$ cat config.mk
export PLATFORM = sky130hd
export DESIGN_NAME = decode_stage_pipe
export DESIGN_NICKNAME = d
export VERILOG_FILES = /design/src/rtl/decode_stage_pipe_pkg.sv /design/src/rtl/decode_stage_pipe_regfile_2r1w.sv /design/src/rtl/decode_stage_pipe.sv
export SDC_FILE = /design/constraint.sdc
export NUM_CORES = 1
export LEC_CHECK = 0
export CAP_MARGIN = 15
export CORE_ASPECT_RATIO = 0.7
export CORE_UTILIZATION = 55
export DETAILED_ROUTE_END_ITERATION = 10
export PLACE_DENSITY = 0.74
export SETUP_SLACK_MARGIN = 0.15
export SLEW_MARGIN = 20
export SYNTH_ARGS = -nofsm -noshare
export SYNTH_HDL_FRONTEND = slang
export SYNTH_SLANG_ARGS = --single-unit
$ cat constraint.sdc
create_clock -name i_clk -period 4.5 [get_ports i_clk]
set_input_delay 1.35 -clock i_clk [delete_from_list [all_inputs] [get_ports i_clk]]
set_output_delay 1.35 -clock i_clk [all_outputs]
set_load 0.005 [all_outputs]
$ cat src/rtl/decode_stage_pipe_pkg.sv
// Shared definitions for the decode stage: instruction field geometry and
// the opcode set that the downstream opcode decoder will interpret.
package decode_stage_pipe_pkg;

    // Opcode width is whatever the instruction leaves after three register fields.
    function automatic int op_width(input int inst_w, input int reg_aw);
        return inst_w - 3 * reg_aw;
    endfunction

    function automatic int rs1_msb(input int reg_aw);
        return 3 * reg_aw - 1;
    endfunction

    function automatic int rs2_msb(input int reg_aw);
        return 2 * reg_aw - 1;
    endfunction

    typedef enum logic [3:0] {
        OP_NOP = 4'h0,
        OP_ADD = 4'h1,
        OP_SUB = 4'h2,
        OP_AND = 4'h3,
        OP_OR  = 4'h4,
        OP_XOR = 4'h5,
        OP_SLL = 4'h6,
        OP_SRL = 4'h7,
        OP_LD  = 4'h8,
        OP_ST  = 4'h9,
        OP_BEQ = 4'hA,
        OP_JMP = 4'hB
    } opcode_e;

endpackage

$ cat src/rtl/decode_stage_pipe_regfile_2r1w.sv
// Two-read, one-write register file. Reads are combinational and see a write
// landing in the same cycle; R0 can be hardwired to zero.
module regfile_2r1w
    import decode_stage_pipe_pkg::*;
#(
    parameter int DATA_W   = 16,
    parameter int REG_AW   = 4,
    parameter bit ZERO_REG = 1'b1
) (
    input  logic              i_clk,
    input  logic              i_reset,
    input  logic              i_we,
    input  logic [REG_AW-1:0] i_waddr,
    input  logic [DATA_W-1:0] i_wdata,
    input  logic [REG_AW-1:0] i_raddr1,
    input  logic [REG_AW-1:0] i_raddr2,
    output logic [DATA_W-1:0] o_rdata1,
    output logic [DATA_W-1:0] o_rdata2
);

    localparam int DEPTH = 2 ** REG_AW;

    logic [DATA_W-1:0] rf_q [DEPTH];
    logic              wr_ok;

    assign wr_ok = i_we && !(ZERO_REG && (i_waddr == '0));

    always_ff @(posedge i_clk) begin
        if (i_reset) begin
            for (int i = 0; i < DEPTH; i++) begin
                rf_q[i] <= '0;
            end
        end else if (wr_ok) begin
            rf_q[i_waddr] <= i_wdata;
        end
    end

    function automatic logic [DATA_W-1:0] read_port(input logic [REG_AW-1:0] addr);
        if (ZERO_REG && (addr == '0)) begin
            return '0;
        end else if (i_we && (i_waddr == addr)) begin
            return i_wdata;
        end
        return rf_q[addr];
    endfunction

    always_comb begin
        o_rdata1 = read_port(i_raddr1);
        o_rdata2 = read_port(i_raddr2);
    end

endmodule

$ cat src/rtl/decode_stage_pipe.sv
// Decode stage: splits the instruction, reads operands, and holds the result
// in an ID/EX register with valid/ready on both sides, flush and operand refresh.
module decode_stage_pipe
    import decode_stage_pipe_pkg::*;
#(
    parameter int DATA_W     = 16,
    parameter int INST_W     = 16,
    parameter int REG_AW     = 4,
    parameter bit ZERO_REG   = 1'b1,
    localparam int OP_W      = op_width(INST_W, REG_AW)
) (
    input  logic              i_clk,
    input  logic              i_reset,
    input  logic [INST_W-1:0] i_inst,
    input  logic              i_valid,
    output logic              o_ready,
    input  logic              i_wb_en,
    input  logic [REG_AW-1:0] i_wb_addr,
    input  logic [DATA_W-1:0] i_wb_data,
    input  logic              i_flush,
    output logic              o_valid,
    input  logic              i_ready,
    output logic [OP_W-1:0]   o_op,
    output logic [REG_AW-1:0] o_rs1,
    output logic [REG_AW-1:0] o_rs2,
    output logic [REG_AW-1:0] o_rd,
    output logic [DATA_W-1:0] o_src1,
    output logic [DATA_W-1:0] o_src2
);

    localparam int RS1_MSB = rs1_msb(REG_AW);
    localparam int RS2_MSB = rs2_msb(REG_AW);

    logic [OP_W-1:0]   op_f;
    logic [REG_AW-1:0] rs1_f, rs2_f, rd_f;
    logic [DATA_W-1:0] rdata1, rdata2;
    logic              ld, wb_eff;

    logic              valid_q, valid_d;
    logic [OP_W-1:0]   op_q, op_d;
    logic [REG_AW-1:0] rs1_q, rs1_d, rs2_q, rs2_d, rd_q, rd_d;
    logic [DATA_W-1:0] src1_q, src1_d, src2_q, src2_d;

    assign op_f  = i_inst[INST_W-1 -: OP_W];
    assign rs1_f = i_inst[RS1_MSB -: REG_AW];
    assign rs2_f = i_inst[RS2_MSB -: REG_AW];
    assign rd_f  = i_inst[REG_AW-1:0];

    regfile_2r1w #(
        .DATA_W   (DATA_W),
        .REG_AW   (REG_AW),
        .ZERO_REG (ZERO_REG)
    ) u_rf (
        .i_clk    (i_clk),
        .i_reset  (i_reset),
        .i_we     (i_wb_en),
        .i_waddr  (i_wb_addr),
        .i_wdata  (i_wb_data),
        .i_raddr1 (rs1_f),
        .i_raddr2 (rs2_f),
        .o_rdata1 (rdata1),
        .o_rdata2 (rdata2)
    );

    // Handshake: o_valid/i_ready transfer the ID/EX contents when both are
    // high at a rising edge; i_valid/o_ready do the same for the incoming
    // instruction, and o_ready never looks at i_valid.
    assign o_ready = !valid_q || i_ready;
    assign ld      = i_valid && o_ready && !i_flush;
    // A write that actually lands (R0 writes are dropped when hardwired).
    assign wb_eff  = i_wb_en && !(ZERO_REG && (i_wb_addr == '0));

    always_comb begin
        valid_d = valid_q;
        op_d    = op_q;
        rs1_d   = rs1_q;
        rs2_d   = rs2_q;
        rd_d    = rd_q;
        src1_d  = src1_q;
        src2_d  = src2_q;
        if (i_flush) begin
            valid_d = 1'b0;
        end else if (ld) begin
            valid_d = 1'b1;
            op_d    = op_f;
            rs1_d   = rs1_f;
            rs2_d   = rs2_f;
            rd_d    = rd_f;
            src1_d  = rdata1;
            src2_d  = rdata2;
        end else if (valid_q && i_ready) begin
            valid_d = 1'b0;
        end else if (valid_q) begin
            // Stalled: keep held operands coherent with write-back traffic.
            if (wb_eff && (i_wb_addr == rs1_q)) src1_d = i_wb_data;
            if (wb_eff && (i_wb_addr == rs2_q)) src2_d = i_wb_data;
        end
    end

    always_ff @(posedge i_clk) begin
        if (i_reset) begin
            valid_q <= 1'b0;
            op_q    <= '0;
            rs1_q   <= '0;
            rs2_q   <= '0;
            rd_q    <= '0;
            src1_q  <= '0;
            src2_q  <= '0;
        end else begin
            valid_q <= valid_d;
            op_q    <= op_d;
            rs1_q   <= rs1_d;
            rs2_q   <= rs2_d;
            rd_q    <= rd_d;
            src1_q  <= src1_d;
            src2_q  <= src2_d;
        end
    end

    assign o_valid = valid_q;
    assign o_op    = op_q;
    assign o_rs1   = rs1_q;
    assign o_rs2   = rs2_q;
    assign o_rd    = rd_q;
    assign o_src1  = src1_q;
    assign o_src2  = src2_q;

endmodule

==> run summary, run 1 <==
The run finished with clean final reports. The overall track demand over capacity in global routing was 0.3148; the number of nets in the finished design was 1,336. Of all nets on the critical path, the largest fanout is 5. The tools report the reg-to-reg setup timing slack as 2490 ps.

For the switching component of the power, the log shows 1.624 mW. Terminus of the critical flop-to-flop path: o_src1[8]. The first detailed-routing pass took 6 iterations. The overall via count from detail_route is 11,160. The die covers 0.02976 mm². After detailed placement, the total cell area comes to 0.01704 mm². The run gives 0.5423 as the share of the yosys chip area belonging to registers. In the layout the commonest cells are edfxtp_1, and2_1, mux2i_1. Clock skew on the completed layout was measured at 9.966 ps. In this run the core area contains 51 standard-cell rows. The worst hold path belongs to the class flip-flop to flip-flop. The initial core utilization was 0.5668; the total power divided by cell area was 367.9 mW/mm². The xor-xnor portion of the synthesized cell area works out to 0.008766.

Sorting the synthesized cells by area gives the leading types as edfxtp_1, and2_1, mux2i_1, dfxtp_1, mux4_2. The share of post-route cells with drive strength above 1 is 0.1328, and the final sum of negative setup slack is 0 ps. After detailed routing, the total wire length is 45,960 µm. Count of flip-flops with a built-in enable after synthesis: 256. The achievable frequency came out at 0.2580 GHz. By area, the combinational part of the netlist is dominated by multiplexers. The cell sitting at the root of the clock tree is a clkbuf_16. Once the clock tree was built, the setup fixing pass inserted 0 buffers. The cell area that synthesis handed to floorplanning was 0.01599 mm².

Setup repair after global routing left no endpoint under its margin. The total area inside the core boundary comes to 0.02820 mm². For the pin with the worst max-slew slack, the measured transition is 932.0 ps. The die is 205.8 µm wide. The run gives 92 as the top-level I/O count.

Category of the critical setup timing path: primary input to output pin. The first global-routing pass estimated 67,700 µm of wire. The top flip-flop cell by instance count after synthesis is edfxtp_1. The share of Yosys cell area claimed by the top area cell type was 0.4809. TritonCTS built the clock tree. The power share of the clock group was 0.376. After clock tree synthesis, the flow added hold-fix buffers numbering 0. The clock period could shrink to 3876 ps. The run gives 0.0003053 V as the maximum vdd ir drop. In this run the remaining antenna-violating nets after routing total 0. For the worst flop-to-flop path, the logic depth is 5. After clock tree synthesis, the clock-pin slew on the worst setup and hold paths is 60 ps.

The logs give 0 for the final number of hold-violating endpoints and 1 for the depth of the CTS H-tree. Post-CTS repair changed the size of 0 cells. Dividing the detail-routed wire length by the instance count gives 27.21 µm. For the worst setup path, the data required time is 3150 ps.

The number of flip-flops and latches in the synthesized netlist is 305, and the number of sinks on the clock net is 305. Routability-driven placement finished with a final weighted congestion of 0.9312. The synthesized netlist cell count is 1,226, and the worst-case headroom to the max-slew limit is 0.3786. Sequential fraction of design power: 0.505. The logs give 0 for the overflow left after global routing and 570 ps for the clock latency reported for the late side of the worst-skew pair. The worst setup path is captured at an output pin. In this run the vertical extent of the chip is 144.6 µm. The synthesized-area fraction occupied by ao, oa, aoi and oai cells works out to 0.07655. The average cell area after synthesis works out to 13.04 µm². The relative area change from synthesis to final layout is 12.63%. The number of inserted diodes was 0. The quantity of I/O buffers inserted on ports is 91, and the half-perimeter wire length of the detailed placement result is 29,730 µm. The tools report the type of origin of the critical path as a primary input. TritonCTS created 30 clock buffers. The internal power consumption was 4.999 mW; the number of endpoints failing setup at the final stage was 0.

The startpoint identified for the worst register-to-register timing path is o_valid. The startpoint identified for the worst hold timing path is o_op[3]. The DRC violation count after routing is 0, and the number of global-route vias before repair is 10,910. Post-synthesis share of cell area spent on and, or, nand and nor gates: 0.1531. The multiplexer share of the synthesized area was 0.1778; the number of antenna violations at the first check in global routing was 2.

The share of the cycle needed by the critical path after routing is 0.8613, and the share of synthesized cell area in full adder, half adder and majority cells is 0. Leaving out fill and tap cells, the most frequent cell in the layout is edfxtp_1. The Yosys step of the flow raised 0 warnings. The cell taking the most area after synthesis was edfxtp_1. The share of flip-flops with an asynchronous set or reset after synthesis was 0.

Leakage dissipation: 6.505 nW. The number of buffers on the longest clock path came out at 3. The tool flagged a number of max-cap violations equal to 0. The via count normalized by instance count is 6.604, and the combinational power share is 0.120. The final standard cell area without fillers was 0.01800 mm²; the number of cells on the worst hold path was 2.

The iteration-0 DRC count of the detailed router was 1,428. The pin count of the biggest net entering global routing is 81. The switching share of total power is 0.2452.

Destination of the worst hold path: o_op[3]. The synthesized netlist contains 53 unique library cells. The data arrival time of the critical path came out at 2530 ps. The tools report the max-slew violation total from the final report as 0.
-- per-layer routing --
| metal | wire [µm] | up-vias | part of all wire | GRT usage |
|---|---|---|---|---|
| li1 | - | 4758 | - | - |
| met1 | 18420 | 5521 | 0.40 | 0.4346 |
| met2 | 20610 | 747 | 0.45 | 0.4841 |
| met3 | 5279 | 127 | 0.11 | 0.07413 |
| met4 | 1635 | 2 | 0.036 | 0.1216 |
| met5 | 13 | - | 0.00028 | 0 |
-- metrics by stage --
stage	instances	total power [mW]	hold WS, ps	utilization	setup WS [ps]
after global routing	1689	6.784	473.5	0.6383	583.3
after global placement	1633	4.150	440.6	0.6042	650.6
after floorplan	1241	3.856	452.7	-	1620
after CTS	1689	6.619	460.9	0.6383	631.3
final	1689	6.623	457.8	0.6383	624.0
after detailed placement	1633	4.172	452.5	0.6042	633.2
-- flip-flops by register name, summed over array words and instances, names as in the netlist --
| register | count |
|---|---|
| o_op | 4 |
| o_rd | 4 |
| o_rs1 | 4 |
| o_rs2 | 4 |
| o_src1 | 16 |
| o_src2 | 16 |
| o_valid | 1 |
| u_rf.rf_q | 256 |
-- critical path, cell delays in order --
cell             delay, ps
clkdlybuf4s50_1        440
nand2b_1               200
clkdlybuf4s50_1        530
-- cell usage after synthesis (2+ instances only) --
cell type  number
nand3_1        37
o22ai_1        62
mux4_2         40
nand2b_1        5
buf_4           9
edfxtp_1      256
nand2_1        86
mux4_1         23
o21a_2          2
nand3b_1        4
a21oi_1        16
nand4_1         2
clkbuf_1       48
mux2_2         16
buf_6           8
nor3_1          3
o2111a_1       16
mux2i_1       113
nor2_1         14
clkbuf_8        4
xnor2_1        16
or2_2          16
buf_12          4
dfxtp_1        49
o31ai_1        16
nor2b_1         3
buf_2          29
or3_1          16
a211oi_1        2
and2_1        240
a22oi_1        16
a31oi_1        32
o21ai_4         2
clkbuf_4        2
-- worst max-delay path by stage --
stage	slack (ps)	start	to	depth (start not counted)
finish	620	i_ready	o_ready	3
global route	580	i_ready	o_ready	3
CTS	630	i_ready	o_ready	3
detailed placement	630	i_ready	o_ready	3
global placement	650	i_ready	o_ready	3
floorplan	1620	i_ready	o_ready	1
-- logic make-up after synthesis --
kind of cell,Yosys count
AO/OA/AOI/OAI,170
XOR/XNOR,16
buffers and inverters,107
flip-flops,305
multiplexers,193
other,1
AND/OR/NAND/NOR,434
-- final cells by class --
| cell class | count | area (µm²) |
|---|---|---|
| clock buffer | 47 | 895.9 |
| timing repair buffer | 127 | 1176 |
| clock inverter | 9 | 67.56 |
| inverter | 1 | 3.754 |
| tap | 371 | 464.2 |
| sequential | 305 | 8668 |
| multi-input combinational | 829 | 6728 |
| fill | 2152 | 10200 |
-- power groups by stage --
stage / Combinational, mW / Sequential, mW / Clock, mW
final: 0.793 / 3.34 / 2.49
after global routing: 0.835 / 3.36 / 2.59
after CTS: 0.782 / 3.34 / 2.50
after detailed placement: 0.778 / 3.39 / 0
after global placement: 0.766 / 3.38 / 0
after floorplan: 0.505 / 3.35 / 0
No activity file was read; power rests on OpenSTA's default activity.
==> inputs of run 2 (changes only) <==
--- a/config.mk
+++ b/config.mk
@@ -10,6 +10,7 @@
 export CORE_UTILIZATION = 55
 export DETAILED_ROUTE_END_ITERATION = 10
 export PLACE_DENSITY = 0.74
+export REMOVE_ABC_BUFFERS = 1
 export SETUP_SLACK_MARGIN = 0.15
 export SLEW_MARGIN = 20
 export SYNTH_ARGS = -nofsm -noshare
==> run summary, run 2 (synthesis results as in run 1) <==
The flow ran to the end, and the final reports show no timing, DRC or antenna violations. The placeable core region came out at 0.02820 mm² (unchanged). The routed length on met2 is 19,230 µm (was 20,610 µm), and the final standard cell area without fillers is 0.01805 mm² (was 0.01800 mm²). The logs give 19,060 µm (was 18,420 µm) for the met1 routed wirelength after detailed routing and 0 (unchanged) for the number of buffers added for setup after CTS. Pin count of the biggest net entering global routing: 81 (unchanged). The worst setup timing slack at the placement stage is 642.5 ps (was 633.2 ps), and the last weighted congestion value of the routability-driven placer is 0.8668 (was 0.9312). The share of the cycle needed by the critical path after routing came out at 0.8571 (was 0.8613). The endpoint of the worst setup timing path is o_ready (unchanged).

The run gives 642.9 ps (was 624.0 ps) as the worst-case setup margin in the final layout. The overflow left after global routing is 0 (unchanged), and the number of antenna violations at the first check in global routing is 0 (was 2). The tools report the site row count as 51 (unchanged).

The quantity of gates resized following cts is 0 (unchanged), and the depth of the CTS H-tree is 1 (unchanged). The number of flip-flops under the largest register name was 256 (unchanged). The share of post-route cells with drive strength above 1 came out at 0.1381 (was 0.1328). The highest metal layer with signal wires is met4 (was met5). For the area of placed instances, the log shows 0.01707 mm² (was 0.01704 mm²). The run gives 3150 ps (about the same) as the endpoint required time on the critical path. Number of buffers added by the clock tree synthesis step: 29 (was 30). The relative area change from synthesis to final layout was 12.91% (was 12.63%).

TritonCTS built the clock tree. The die height was 144.6 µm (unchanged); the leakage dissipation was 6.535 nW (was 6.505 nW). The run gives 1,337 (was 1,336) as the number of nets in the finished design. The minimum period implied by the final worst setup slack works out to 3857 ps (was 3876 ps). The worst hold margin was 457.1 ps (was 457.8 ps). The full die area was 0.02976 mm² (unchanged); the clock latency reported for the late side of the worst-skew pair was 570 ps (about the same). The achievable frequency is 0.2593 GHz (was 0.2580 GHz).

Number of sinks on the clock net: 305 (unchanged). The number of inserted diodes was 0 (unchanged); the DRC violation count after routing was 0 (unchanged). The number of buffers on the longest clock path was 3 (unchanged). The register ranked first by flip-flop count was u_rf.rf_q (unchanged). The largest clock skew in the final design was 20.02 ps (was 9.966 ps).

The origin of the worst setup path is i_ready (unchanged). The largest fanout on the critical path was 5 (unchanged); the maximum vdd ir drop was 0.0003281 V (was 0.0003053 V). The tools report the data arrival time of the critical path as 2510 ps (was 2530 ps). The max-slew violation total from the final report came out at 0 (unchanged). Capturing element type of the critical path: an output pin (unchanged).

The total design power was 6.647 mW (was 6.623 mW); the reg-to-reg setup timing slack was 2560 ps (was 2490 ps). The run gives 0 (unchanged) as the antenna violation net count after detailed routing. The clock-pin slew on the worst setup and hold paths came out at 60 ps (about the same). The run gives 27,890 µm (was 29,730 µm) as the half-perimeter wire length of the detailed placement result.

The tools report the initial core utilization as 0.5668 (unchanged). For the number of endpoints failing setup at the final stage, the log shows 0 (unchanged). The overall via count from detail_route is 10,890 (was 11,160), and the via count normalized by instance count is 6.447 (was 6.604). The wire length of the first global-routing pass is 65,820 µm (was 67,700 µm), and the worst-case headroom to the max-slew limit is 0.3557 (was 0.3786). The terminus of the critical flop-to-flop path was o_src1[11] (was o_src1[8]). The beginning of the worst register-to-register path was o_valid (unchanged).

Classification of the worst-slack hold path: flip-flop to flip-flop (unchanged). The total power divided by cell area is 368.3 mW/mm² (was 367.9 mW/mm²), and the post-detailed-routing wire length is 44,620 µm (was 45,960 µm). The length of routed met3 wiring came out at 4834 µm (was 5279 µm).

Routed length per instance: 26.42 µm (was 27.21 µm). The iteration-0 DRC count of the detailed router is 1,245 (was 1,428), and the width of the die is 205.8 µm (unchanged). The number of fill cells in the layout was 2,140 (was 2,152).

The tools report the total of hold buffers inserted after clock tree synthesis as 0 (unchanged). The overall track demand over capacity in global routing was 0.3053 (was 0.3148). The logs give 0 ps (unchanged) for the final sum of negative setup slack and 92 (unchanged) for the top-level I/O count. The number of max-cap violations is 0 (unchanged), and the actual slew at the worst max-slew pin is 966.5 ps (was 932.0 ps). The most common cell after layout, fill and taps aside is edfxtp_1 (unchanged).

Commonest non-fill, non-tap cells in the layout: edfxtp_1, and2_1, mux2i_1 (unchanged). The worst reg-to-reg path cell count is 5 (unchanged). For the number of global-route vias before repair, the log shows 10,650 (was 10,910). The final number of hold-violating endpoints was 0 (unchanged); the quantity of I/O buffers inserted on ports was 91 (unchanged). The type of origin of the critical path was a primary input (unchanged).

The category of the critical setup timing path is primary input to output pin (unchanged). The first-pass iteration count of the detailed router came out at 5 (was 6). The root buffer cell is clkbuf_16 (unchanged). Setup repair after global routing left no endpoint under its margin.
==> run 2: changes by cell type in the layout (fill, tap and decap cells not counted), moves of 2 or more <==
| cell | change |
|---|---|
| clkinv_2 | +2 |
| clkbuf_8 | +2 |
| clkbuf_16 | -2 |
| clkbuf_1 | -6 |
==> run 2: where the power goes <==
group | leakage, nW | internal (mW) | switching [mW]
Combinational | 3.19 | 0.350 | 0.442
Clock | 0.495 | 1.44 | 1.09
Sequential | 2.85 | 3.23 | 0.0994
==> run 2: worst min path at each step <==
stage | depth (start not counted) | from | to | slack, ps
after global placement | 2 | o_rd[1] | o_rd[1] | 440
final | 2 | o_op[1] | o_op[1] | 460
after floorplan | 2 | o_op[0] | o_op[0] | 450
after detailed placement | 2 | o_op[1] | o_op[1] | 450
after global routing | 2 | o_op[2] | o_op[2] | 480
after CTS | 2 | o_op[1] | o_op[1] | 460
==> run 2: cell type report <==
cell class                 instances  area, µm²  area share
inverter                           1      3.754   0.0002080
clock buffer                      41      850.8     0.04714
sequential                       305       8668      0.4803
tap                              371      464.2     0.02572
multi-input combinational        829       6728      0.3728
timing repair buffer             129       1204     0.06669
clock inverter                    13      130.1    0.007210
==> run 2: through the flow <==
stage | utilization | std cells
after floorplan | - | 1135
after global routing | 0.6399 | 1689
after detailed placement | 0.6051 | 1635
after global placement | 0.6051 | 1635
after CTS | 0.6399 | 1689
final | 0.6399 | 1689
==> run 2: worst max-delay path, stage by stage <==
cell and delay (ps):
clkdlybuf4s50_1 450, nand2b_1 180, clkdlybuf4s50_1 530
==> run 2: layer usage <==
| layer | track usage | vias to the layer above |
|---|---|---|
| met4 | 0.1072 | 0 |
| li1 | - | 4765 |
| met2 | 0.4506 | 665 |
| met1 | 0.4455 | 5365 |
| met3 | 0.06625 | 94 |
| met5 | 0 | - |
